**src/rtl/cpu_trace_buf_if.sv**
```systemverilog
// ---------------------------------------------------------------------------
// cpu_trace_buf_if
// Bundles every non-clock signal of the instruction-trace buffer.
//   Control  : arm, stop, trig_en, trig_pc        (host -> buffer)
//   Capture  : pc, inst, aluout                    (CPU  -> buffer)
//   Read port: rd_ready (host -> buffer), rd_valid, rd_pc, rd_inst, rd_alu
//   Status   : state, count, overflow              (buffer -> host)
// master = debug host / CPU side, slave = the trace buffer.
// ---------------------------------------------------------------------------
interface cpu_trace_buf_if #(
    parameter int AW = 4
);
    logic        arm;
    logic        stop;
    logic        trig_en;
    logic [31:0] trig_pc;
    logic [31:0] pc;
    logic [31:0] inst;
    logic [31:0] aluout;
    logic        rd_ready;
    logic        rd_valid;
    logic [31:0] rd_pc;
    logic [31:0] rd_inst;
    logic [31:0] rd_alu;
    logic [1:0]  state;
    logic [AW:0] count;
    logic        overflow;

    modport master (
        output arm, stop, trig_en, trig_pc, pc, inst, aluout, rd_ready,
        input  rd_valid, rd_pc, rd_inst, rd_alu, state, count, overflow
    );

    modport slave (
        input  arm, stop, trig_en, trig_pc, pc, inst, aluout, rd_ready,
        output rd_valid, rd_pc, rd_inst, rd_alu, state, count, overflow
    );
endinterface

```
**src/rtl/cpu_trace_buf.sv**
```systemverilog
// ---------------------------------------------------------------------------
// cpu_trace_buf
// Circular instruction-trace buffer sampling {pc, inst, aluout} once per
// retired instruction. Capture starts on arm, ends on a PC-match trigger
// plus POST further entries, or on stop. Afterwards the host drains the
// trace oldest-first through a show-ahead valid/ready port.
// Ports:
//   clock : CPU clock
//   reset : synchronous, active-low reset
//   bus   : cpu_trace_buf_if slave modport (control, capture, read, status)
// ---------------------------------------------------------------------------
module cpu_trace_buf #(
    parameter int DEPTH = 16,
    parameter int AW    = 4,
    parameter int POST  = 4
) (
    input logic            clock,
    input logic            reset,
    cpu_trace_buf_if.slave bus
);
    typedef enum logic [1:0] {
        ST_IDLE  = 2'd0,
        ST_ARMED = 2'd1,
        ST_POST  = 2'd2,
        ST_DONE  = 2'd3
    } state_e;

    localparam logic [AW:0]   FULL_C = (AW+1)'(DEPTH);
    localparam logic [AW-1:0] POST_C = AW'(POST);

    state_e        state_q, state_d;
    logic [AW-1:0] wptr_q, wptr_d;
    logic [AW-1:0] rptr_q, rptr_d;
    logic [AW:0]   count_q, count_d;
    logic          ovf_q, ovf_d;
    logic [AW-1:0] post_q, post_d;
    logic          rd_valid_q, rd_valid_d;

    logic          wr_en_s;
    logic [95:0]   wr_data_s;
    logic [95:0]   mem_q [DEPTH];

    // Next-state, pointer and write-enable logic.
    always_comb begin
        state_d   = state_q;
        wptr_d    = wptr_q;
        rptr_d    = rptr_q;
        count_d   = count_q;
        ovf_d     = ovf_q;
        post_d    = post_q;
        wr_en_s   = 1'b0;
        wr_data_s = {bus.pc, bus.inst, bus.aluout};

        if (bus.arm) begin
            // arm wins over everything but reset; any read handshake is dropped
            state_d = ST_ARMED;
            wptr_d  = {AW{1'b0}};
            rptr_d  = {AW{1'b0}};
            count_d = {(AW+1){1'b0}};
            ovf_d   = 1'b0;
            post_d  = {AW{1'b0}};
        end else begin
            case (state_q)
                ST_ARMED, ST_POST: begin
                    wr_en_s = 1'b1;
                    wptr_d  = wptr_q + AW'(1);
                    // Full buffer: the oldest unread entry is dropped
                    if (count_q == FULL_C) begin
                        rptr_d = rptr_q + AW'(1);
                        ovf_d  = 1'b1;
                    end else begin
                        count_d = count_q + (AW+1)'(1);
                    end

                    if (bus.stop) begin
                        state_d = ST_DONE;
                    end else if (state_q == ST_ARMED) begin
                        if (bus.trig_en && (bus.pc == bus.trig_pc)) begin
                            if (POST_C == {AW{1'b0}}) begin
                                state_d = ST_DONE;
                            end else begin
                                post_d  = POST_C;
                                state_d = ST_POST;
                            end
                        end else begin
                            state_d = ST_ARMED;
                        end
                    end else begin
                        // Post window: this write is the last when counter is 1
                        post_d = post_q - AW'(1);
                        if (post_q == AW'(1)) begin
                            state_d = ST_DONE;
                        end else begin
                            state_d = ST_POST;
                        end
                    end
                end
                ST_DONE: begin
                    if ((count_q != {(AW+1){1'b0}}) && bus.rd_ready) begin
                        rptr_d  = rptr_q + AW'(1);
                        count_d = count_q - (AW+1)'(1);
                    end else begin
                        rptr_d  = rptr_q;
                    end
                end
                default: begin
                    state_d = state_q;
                end
            endcase
        end

        rd_valid_d = (state_d == ST_DONE) && (count_d != {(AW+1){1'b0}});
    end

    // Control and status registers with synchronous active-low reset.
    always_ff @(posedge clock) begin
        if (!reset) begin
            state_q    <= ST_IDLE;
            wptr_q     <= {AW{1'b0}};
            rptr_q     <= {AW{1'b0}};
            count_q    <= {(AW+1){1'b0}};
            ovf_q      <= 1'b0;
            post_q     <= {AW{1'b0}};
            rd_valid_q <= 1'b0;
        end else begin
            state_q    <= state_d;
            wptr_q     <= wptr_d;
            rptr_q     <= rptr_d;
            count_q    <= count_d;
            ovf_q      <= ovf_d;
            post_q     <= post_d;
            rd_valid_q <= rd_valid_d;
        end
    end

    // Trace storage; contents are meaningless until written after arm.
    always_ff @(posedge clock) begin
        if (wr_en_s) begin
            mem_q[wptr_q] <= wr_data_s;
        end
    end

    assign bus.state    = state_q;
    assign bus.count    = count_q;
    assign bus.overflow = ovf_q;
    assign bus.rd_valid = rd_valid_q;
    // Show-ahead: oldest entry is visible without waiting for a pop
    assign bus.rd_pc    = mem_q[rptr_q][95:64];
    assign bus.rd_inst  = mem_q[rptr_q][63:32];
    assign bus.rd_alu   = mem_q[rptr_q][31:0];
endmodule

```
**src/flat_wrapper.sv**
```systemverilog
// flat-port wrapper written by rule: the top's interface ports become plain ports
module cpu_trace_buf_flat 
#(
    parameter int DEPTH = 16,
    parameter int AW    = 4,
    parameter int POST  = 4
)
  (clock, reset, bus_arm, bus_stop, bus_trig_en, bus_trig_pc, bus_pc, bus_inst, bus_aluout, bus_rd_ready, bus_rd_valid, bus_rd_pc, bus_rd_inst, bus_rd_alu, bus_state, bus_count, bus_overflow);
  cpu_trace_buf_if #(.AW(AW)) bus_i ();
  input logic clock;
  input logic reset;
  input wire logic [$bits(bus_i.arm)-1:0] bus_arm;
  input wire logic [$bits(bus_i.stop)-1:0] bus_stop;
  input wire logic [$bits(bus_i.trig_en)-1:0] bus_trig_en;
  input wire logic [$bits(bus_i.trig_pc)-1:0] bus_trig_pc;
  input wire logic [$bits(bus_i.pc)-1:0] bus_pc;
  input wire logic [$bits(bus_i.inst)-1:0] bus_inst;
  input wire logic [$bits(bus_i.aluout)-1:0] bus_aluout;
  input wire logic [$bits(bus_i.rd_ready)-1:0] bus_rd_ready;
  output wire logic [$bits(bus_i.rd_valid)-1:0] bus_rd_valid;
  output wire logic [$bits(bus_i.rd_pc)-1:0] bus_rd_pc;
  output wire logic [$bits(bus_i.rd_inst)-1:0] bus_rd_inst;
  output wire logic [$bits(bus_i.rd_alu)-1:0] bus_rd_alu;
  output wire logic [$bits(bus_i.state)-1:0] bus_state;
  output wire logic [$bits(bus_i.count)-1:0] bus_count;
  output wire logic [$bits(bus_i.overflow)-1:0] bus_overflow;
  assign bus_i.arm = bus_arm;
  assign bus_i.stop = bus_stop;
  assign bus_i.trig_en = bus_trig_en;
  assign bus_i.trig_pc = bus_trig_pc;
  assign bus_i.pc = bus_pc;
  assign bus_i.inst = bus_inst;
  assign bus_i.aluout = bus_aluout;
  assign bus_i.rd_ready = bus_rd_ready;
  assign bus_rd_valid = bus_i.rd_valid;
  assign bus_rd_pc = bus_i.rd_pc;
  assign bus_rd_inst = bus_i.rd_inst;
  assign bus_rd_alu = bus_i.rd_alu;
  assign bus_state = bus_i.state;
  assign bus_count = bus_i.count;
  assign bus_overflow = bus_i.overflow;
  cpu_trace_buf #(.DEPTH(DEPTH), .AW(AW), .POST(POST)) u_core (.clock(clock), .reset(reset), .bus(bus_i));
endmodule
```
**config.mk**
```make
export PLATFORM = sky130hd
export DESIGN_NAME = cpu_trace_buf_flat
export DESIGN_NICKNAME = d
export VERILOG_FILES = /design/src/rtl/cpu_trace_buf_if.sv /design/src/rtl/cpu_trace_buf.sv /design/src/flat_wrapper.sv
export SDC_FILE = /design/constraint.sdc
export NUM_CORES = 1
export LEC_CHECK = 0
export ABC_AREA = 1
export BUFFER_PORTS_ARGS = -buffer_cell sky130_fd_sc_hd__buf_2
export CORE_ASPECT_RATIO = 1.2
export CORE_MARGIN = 5
export CORE_UTILIZATION = 45
export CTS_BUF_LIST = sky130_fd_sc_hd__clkbuf_8
export DETAILED_ROUTE_END_ITERATION = 8
export GPL_TIMING_DRIVEN = 0
export PLACE_DENSITY = 0.63
export REMOVE_ABC_BUFFERS = 1
export SLEW_MARGIN = 20
export SYNTH_ARGS = -nofsm -noshare
export SYNTH_HDL_FRONTEND = slang
export SYNTH_SLANG_ARGS = --single-unit
```
**constraint.sdc**
```tcl
create_clock -name clock -period 5.69 [get_ports clock]
set_input_delay 0.8535 -clock clock [delete_from_list [all_inputs] [get_ports clock]]
set_output_delay 0.8535 -clock clock [all_outputs]
set_load 0.005 [all_outputs]
```
# [After elaboration in Yosys (flattened, before gate mapping)]
# Memories as Yosys holds them, arrays and structs flattened. A register that Yosys moved wholly into a read port is not among the register bits.
# Cells that the tools add are included.
[totals] reg_bits=21 latchBits=0 mem_bits_rw=1536 mem_bits_ro=0 inputBits=134 out_inout_bits=105 word_cells=57 n_memories=1
[classes] n_addsub=5 n_mul=0 n_div=0 n_lt_le_gt_ge=0 n_eq_ne=10 n_shift=0 n_mux=21 bitwise=2 reduce_logical=11
[memory_table] name="u_core.mem_q" depth=16 word_bits=96 rd=1 rd_ports_with_merged_regs=1 write_ports=1 line_no="cpu_trace_buf.sv:41" source="logic [95:0] mem_q [DEPTH];"
[op_table] op="$eq A32 B32 Y1" n=1
[op_table] op="$mux W4" n=6
[op_table] op="$mux W5" n=3
[op_table] op="$mux W2" n=5
[op_table] op="$pmux W5 S2" n=1
[op_table] op="$reduce_bool A5 Y1" n=2
[op_table] op="$add A4 B1 Y4 const B" n=2
[op_table] op="$pmux W4 S2" n=1
[op_table] op="$eq A2 B2 Y1 const B" n=3
[op_table] op="$reduce_and A3 Y1" n=2
[op_table] op="$add A5 B1 Y5 const B" n=1
[op_table] op="$eq A5 B5 Y1 const B" n=1
[op_table] op="$mux W1" n=5
[op_table] op="$sub A5 B1 Y5 const B" n=1
[op_table] op="$eq A4 B1 Y1 const B" n=1
[op_table] op="$ne A2 B1 Y1 const B" n=2
[op_table] op="$reduce_or A2 Y1" n=2
[op_table] op="$sub A4 B1 Y4 const B" n=1
[op_table] op="$logic_and A1 B1 Y1" n=3
[op_table] op="$eq A2 B1 Y1 const B" n=1
[op_table] op="$ne A2 B2 Y1 const B" n=1
[op_table] op="$not A1 Y1" n=2
[op_table] op="$reduce_and A2 Y1" n=1
[op_table] op="$reduce_bool A2 Y1" n=1

# [Longest topological paths before layout]
[logic_depth] ltp_word=9 depth_mapped=15 depth_no_buf=15

# [Least setup slack after synthesis]
# OpenSTA, ideal clock, no wires.
[synth_timing] kind="register to register" from="register u_core.state_q[0], in the netlist u_core.bus.state[0]" to="memory u_core.mem_q[0][0] (enable)" setup_time_ps=551 arrival_ps=5170 required_time_ps=5139 slack_ps=-32 stages_incl_launch_ff=7 path_buffers=0 synth_period_minus_slack_ps=5722 path_cell_list="dfxtp_1 inv_1 ha_1 inv_2 nor2_1 nand2_1 nor2_1"
[synth_between] elab_chain_len=6 word_cells_on_any_way=7 classes_between="2 x eq/ne; 4 x mux; 1 x reduce/logical"
[synth_rtl] element="start: declaration" line_no="cpu_trace_buf.sv:31" source="state_e state_q, state_d;"
[synth_rtl] element="start signal: assignment" line_no="cpu_trace_buf.sv:126" source="state_q <= state_d;"
[synth_rtl] element="$eq A2 B2 Y1 / $eq A2 B1 Y1 (equally long branches)" line_no="cpu_trace_buf.sv:63" source="case (state_q)"
[synth_rtl] element="$reduce_or A2 Y1 *" line_no="cpu_trace_buf.sv:63"
[synth_rtl] element="$mux W1 *" line_no="cpu_trace_buf.sv:63"
[synth_rtl] element="$mux W1 *" line_no="cpu_trace_buf.sv:54" source="if (bus.arm) begin"
[synth_rtl] element="$mux W1 *" line_no="cpu_trace_buf.sv:138" source="if (wr_en_s) begin"
[synth_rtl] element="$mux W1 (implied by the code) *" line_no="cpu_trace_buf.sv:139" source="mem_q[wptr_q] <= wr_data_s;"
[synth_rtl] element="end: declaration" line_no="cpu_trace_buf.sv:41"
# Mark *: on every way between the ends. The rest lies on a longest branch, timed or not.

==> impl_metrics.sql <==
INSERT INTO impl_metrics (metric_group, metric, value, unit) VALUES
('worst_setup_path', 'worstRegToRegCells', '10', ''),
('yosys', 'synth_largest_type_area_fraction', '73.5', '%'),
('yosys', 'synth_commonest_cells', '1536 x sky130_fd_sc_hd__edfxtp_1, 461 x sky130_fd_sc_hd__o21ai_0, 453 x sky130_fd_sc_hd__inv_1', ''),
('timing', 'hold_slack', '265', 'ps'),
('global_routing', 'grt_use_met1', '27.9', '%'),
('yosys', 'synth_top_area_cell', 'sky130_fd_sc_hd__edfxtp_1', ''),
('cts', 'h_tree_depth_reported_by_cts', '4', ''),
('cts', 'clockBufferDepth', '3', ''),
('global_routing', 'first_global_vias', '35900', ''),
('cts', 'tritoncts_num_sinks', '1561', ''),
('die', 'floorplan.initialDensity', '45.1', '%'),
('global_routing', 'use_met2', '33.2', '%'),
('final_layout', 'area_growth_syn_to_layout', '16.4', '%'),
('worst_setup_path', 'r2r-end', 'u_core.mem_q[9][25]$_DFFE_PP_', ''),
('timing', 'fin_crit_sh', '86.7', '%'),
('yosys', 'async_flop_share', '0', '%'),
('worst_hold_path', 'hold_path_depth', '4', ''),
('final_layout', 'post_route_cells_drive_above_1_share', '14.3', '%'),
('power', 'total_power', '22.9', 'mW'),
('timing', 'worst_slew_margin_rel', '47.0', '%'),
('die', 'die-width', '351', 'µm'),
('worst_setup_path', 'critical_path.endpoint_type', 'output pin', ''),
('global_routing', 'total_global_routing_track_utilization', '20.4', '%'),
('global_routing', 'gr-max-usage-layer', 'met2', ''),
('cts', 'worstSkewPairLatency', '910', 'ps'),
('cts', 'cts.clk_slew.worst_paths', '60', 'ps'),
('worst_setup_path', 'worstSetupStartpointType', 'flop', ''),
('worst_hold_path', 'worstHoldEndpoint', 'u_core.bus.count[3]$_SDFF_PN0_', ''),
('timing', 'max_freq', '0.203', 'GHz'),
('worst_hold_path', 'timing.hold.worst.class', 'input port to flop', ''),
('global_routing', 'grt_overflow_total', '0', ''),
('run_status', 'run_status', 'finished clean', ''),
('placement', 'dp.final_hpwl', '91700', 'µm'),
('die', 'row_count', '150', ''),
('cts', 'tritoncts.num_buffers', '231', ''),
('final_layout', 'fillers', '11300', ''),
('routing', 'drt_iter0_markers', '3149', ''),
('final_layout', 'final_core_util', '52.5', '%'),
('timing', 'post_route_setup_tns', '0', 'ps'),
('yosys', 'yosysWarnings', '0', ''),
('placement', 'gp_congestion', '0.746', ''),
('worst_setup_path', 'critPathArrivalTime', '4080', 'ps'),
('routing', 'remaining_drc_errors', '0', ''),
('global_routing', 'grt_max_degree', '109', ''),
('cts', 'cts_hold_buffers', '0', ''),
('yosys', 'postSynthRegisterBits', '1561', ''),
('routing', 'ant_nets', '0', ''),
('placement', 'placedCellCount', '6298', ''),
('timing', 'finalSetupViolCount', '0', ''),
('timing', 'worstMarginPinSlew', '793', 'ps'),
('timing', 'timing_hold_violations_final', '0', ''),
('power', 'p_per_area', '313', 'mW/mm²'),
('cts', 'root_buffer', 'sky130_fd_sc_hd__clkbuf_8', ''),
('die', 'io-pin-count', '239', ''),
('placement', 'numPortBuffers', '238', ''),
('worst_setup_path', 'reg2reg_slack', '2290', 'ps'),
('yosys', 'ys_seq_area_share', '74.3', '%'),
('die', 'die_h', '419', 'µm'),
('final_layout', 'finalInstanceArea', '0.0731', 'mm²'),
('placement', 'post_dp_cell_area', '0.0687', 'mm²'),
('yosys', 'post-synth-top-count-cell', 'sky130_fd_sc_hd__edfxtp_1', ''),
('worst_setup_path', 'path_class', 'flop to output pin', ''),
('worst_setup_path', 'crit_fanout', '64', ''),
('worst_hold_path', 'timing.hold.worst.start', 'bus_arm', ''),
('routing', 'route.detailed.vias_per_inst', '5.45', ''),
('timing', 'finalClockSkew', '23.0', 'ps'),
('power', 'peakVddDrop', '205', 'µV'),
('power', 'static-leakage-power', '24.5', 'nW'),
('worst_setup_path', 'cp_data_required_time', '4840', 'ps'),
('global_routing', 'grt_antenna_before_repair', '24', ''),
('timing', 'finalWorstPathRequiredPeriod', '4930', 'ps');
==> power by group <==
group / total [mW] / switching, mW / leakage (nW) / internal (mW)
logic: 1.66 / 1.05 / 8.02 / 0.613
clock network: 8.47 / 4.16 / 2.46 / 4.30
registers: 12.8 / 0.0358 / 14.0 / 12.7
total: 22.9 / 5.24 / 24.5 / 17.6
==> area by class of cell <==
| type | instances | area, µm² | share of cell area (%) |
|---|---|---|---|
| Multi-Input combinational cell | 2066 | 13200 | 18.1 |
| Timing Repair Buffer | 390 | 4860 | 6.65 |
| Sequential cell | 1561 | 46600 | 63.8 |
| Antenna cell | 7 | 17.5 | 0.0240 |
| Clock inverter | 190 | 1020 | 1.40 |
| Clock buffer | 240 | 3300 | 4.52 |
| Tap cell | 1824 | 2280 | 3.12 |
| Inverter | 457 | 1740 | 2.37 |
==> sequential cells by signal, indices dropped and copies added, names as in the netlist, named ones only <==
signal / count
u_core.bus.count: 5
u_core.mem_q: 1536
u_core.bus.rd_valid: 1
u_core.wptr_q: 4
u_core.bus.overflow: 1
u_core.rptr_q: 4
u_core.bus.state: 2
u_core.post_q: 4
==> placed cells by master (no fill, tap or decap), types with 13 or more instances in the layout <==
master                     netlist  layout
sky130_fd_sc_hd__a21oi_1       401     401
sky130_fd_sc_hd__buf_12          0      69
sky130_fd_sc_hd__buf_16          0      83
sky130_fd_sc_hd__buf_2          52     238
sky130_fd_sc_hd__clkbuf_8        0     240
sky130_fd_sc_hd__clkinv_1        1      79
sky130_fd_sc_hd__clkinv_2        0      28
sky130_fd_sc_hd__dfxtp_1        25      21
sky130_fd_sc_hd__edfxtp_1     1536    1536
sky130_fd_sc_hd__inv_1         453     519
sky130_fd_sc_hd__mux2i_1       384     384
sky130_fd_sc_hd__nand2_1       195     195
sky130_fd_sc_hd__nand3_1       135     135
sky130_fd_sc_hd__nor2_1         47      31
sky130_fd_sc_hd__nor2_4          0      16
sky130_fd_sc_hd__o211ai_1      386     386
sky130_fd_sc_hd__o21ai_0       461     460
sky130_fd_sc_hd__o21ai_1        12      13
==> cells by family after synthesis <==
logic type	after synthesis	share of synthesized area (%)
mux	384	6.12
fa+ha+maj	12	0.239
compound gates	1262	11.6
buf+inv	734	4.86
flops	1561	74.3
simple gates	392	2.67
xor+xnor	16	0.223
==> metal layers <==
layer	part of all wire (%)	wire length [µm]
met1	43	65700
met2	48	72600
met3	6.0	9080
met4	2.5	3760
met5	0.035	53
==> critical path, cell delays in order (launching register included) <==
cell                       delay (ps)
sky130_fd_sc_hd__dfxtp_4          640
sky130_fd_sc_hd__buf_16           300
sky130_fd_sc_hd__buf_12           280
sky130_fd_sc_hd__buf_16           310
sky130_fd_sc_hd__buf_12           270
sky130_fd_sc_hd__buf_12           260
sky130_fd_sc_hd__buf_16           290
sky130_fd_sc_hd__mux2i_1          210
sky130_fd_sc_hd__o21ai_0           90
sky130_fd_sc_hd__o211ai_1         170
sky130_fd_sc_hd__nand2_1           90
sky130_fd_sc_hd__buf_2            130
==> worst max path at each step <==
stage / startpoint / endpoint / cells past startpoint
2_1_floorplan: flop / bus_rd_alu[17] / 4
3_3_place_gp: flop / bus_rd_inst[24] / 5
3_5_place_dp: flop / bus_rd_alu[3] / 11
4_1_cts: flop / bus_rd_alu[3] / 11
5_1_grt: flop / bus_rd_alu[3] / 12
6_report: flop / bus_rd_alu[15] / 11
Note: power is estimated with default switching activity, not from simulation.
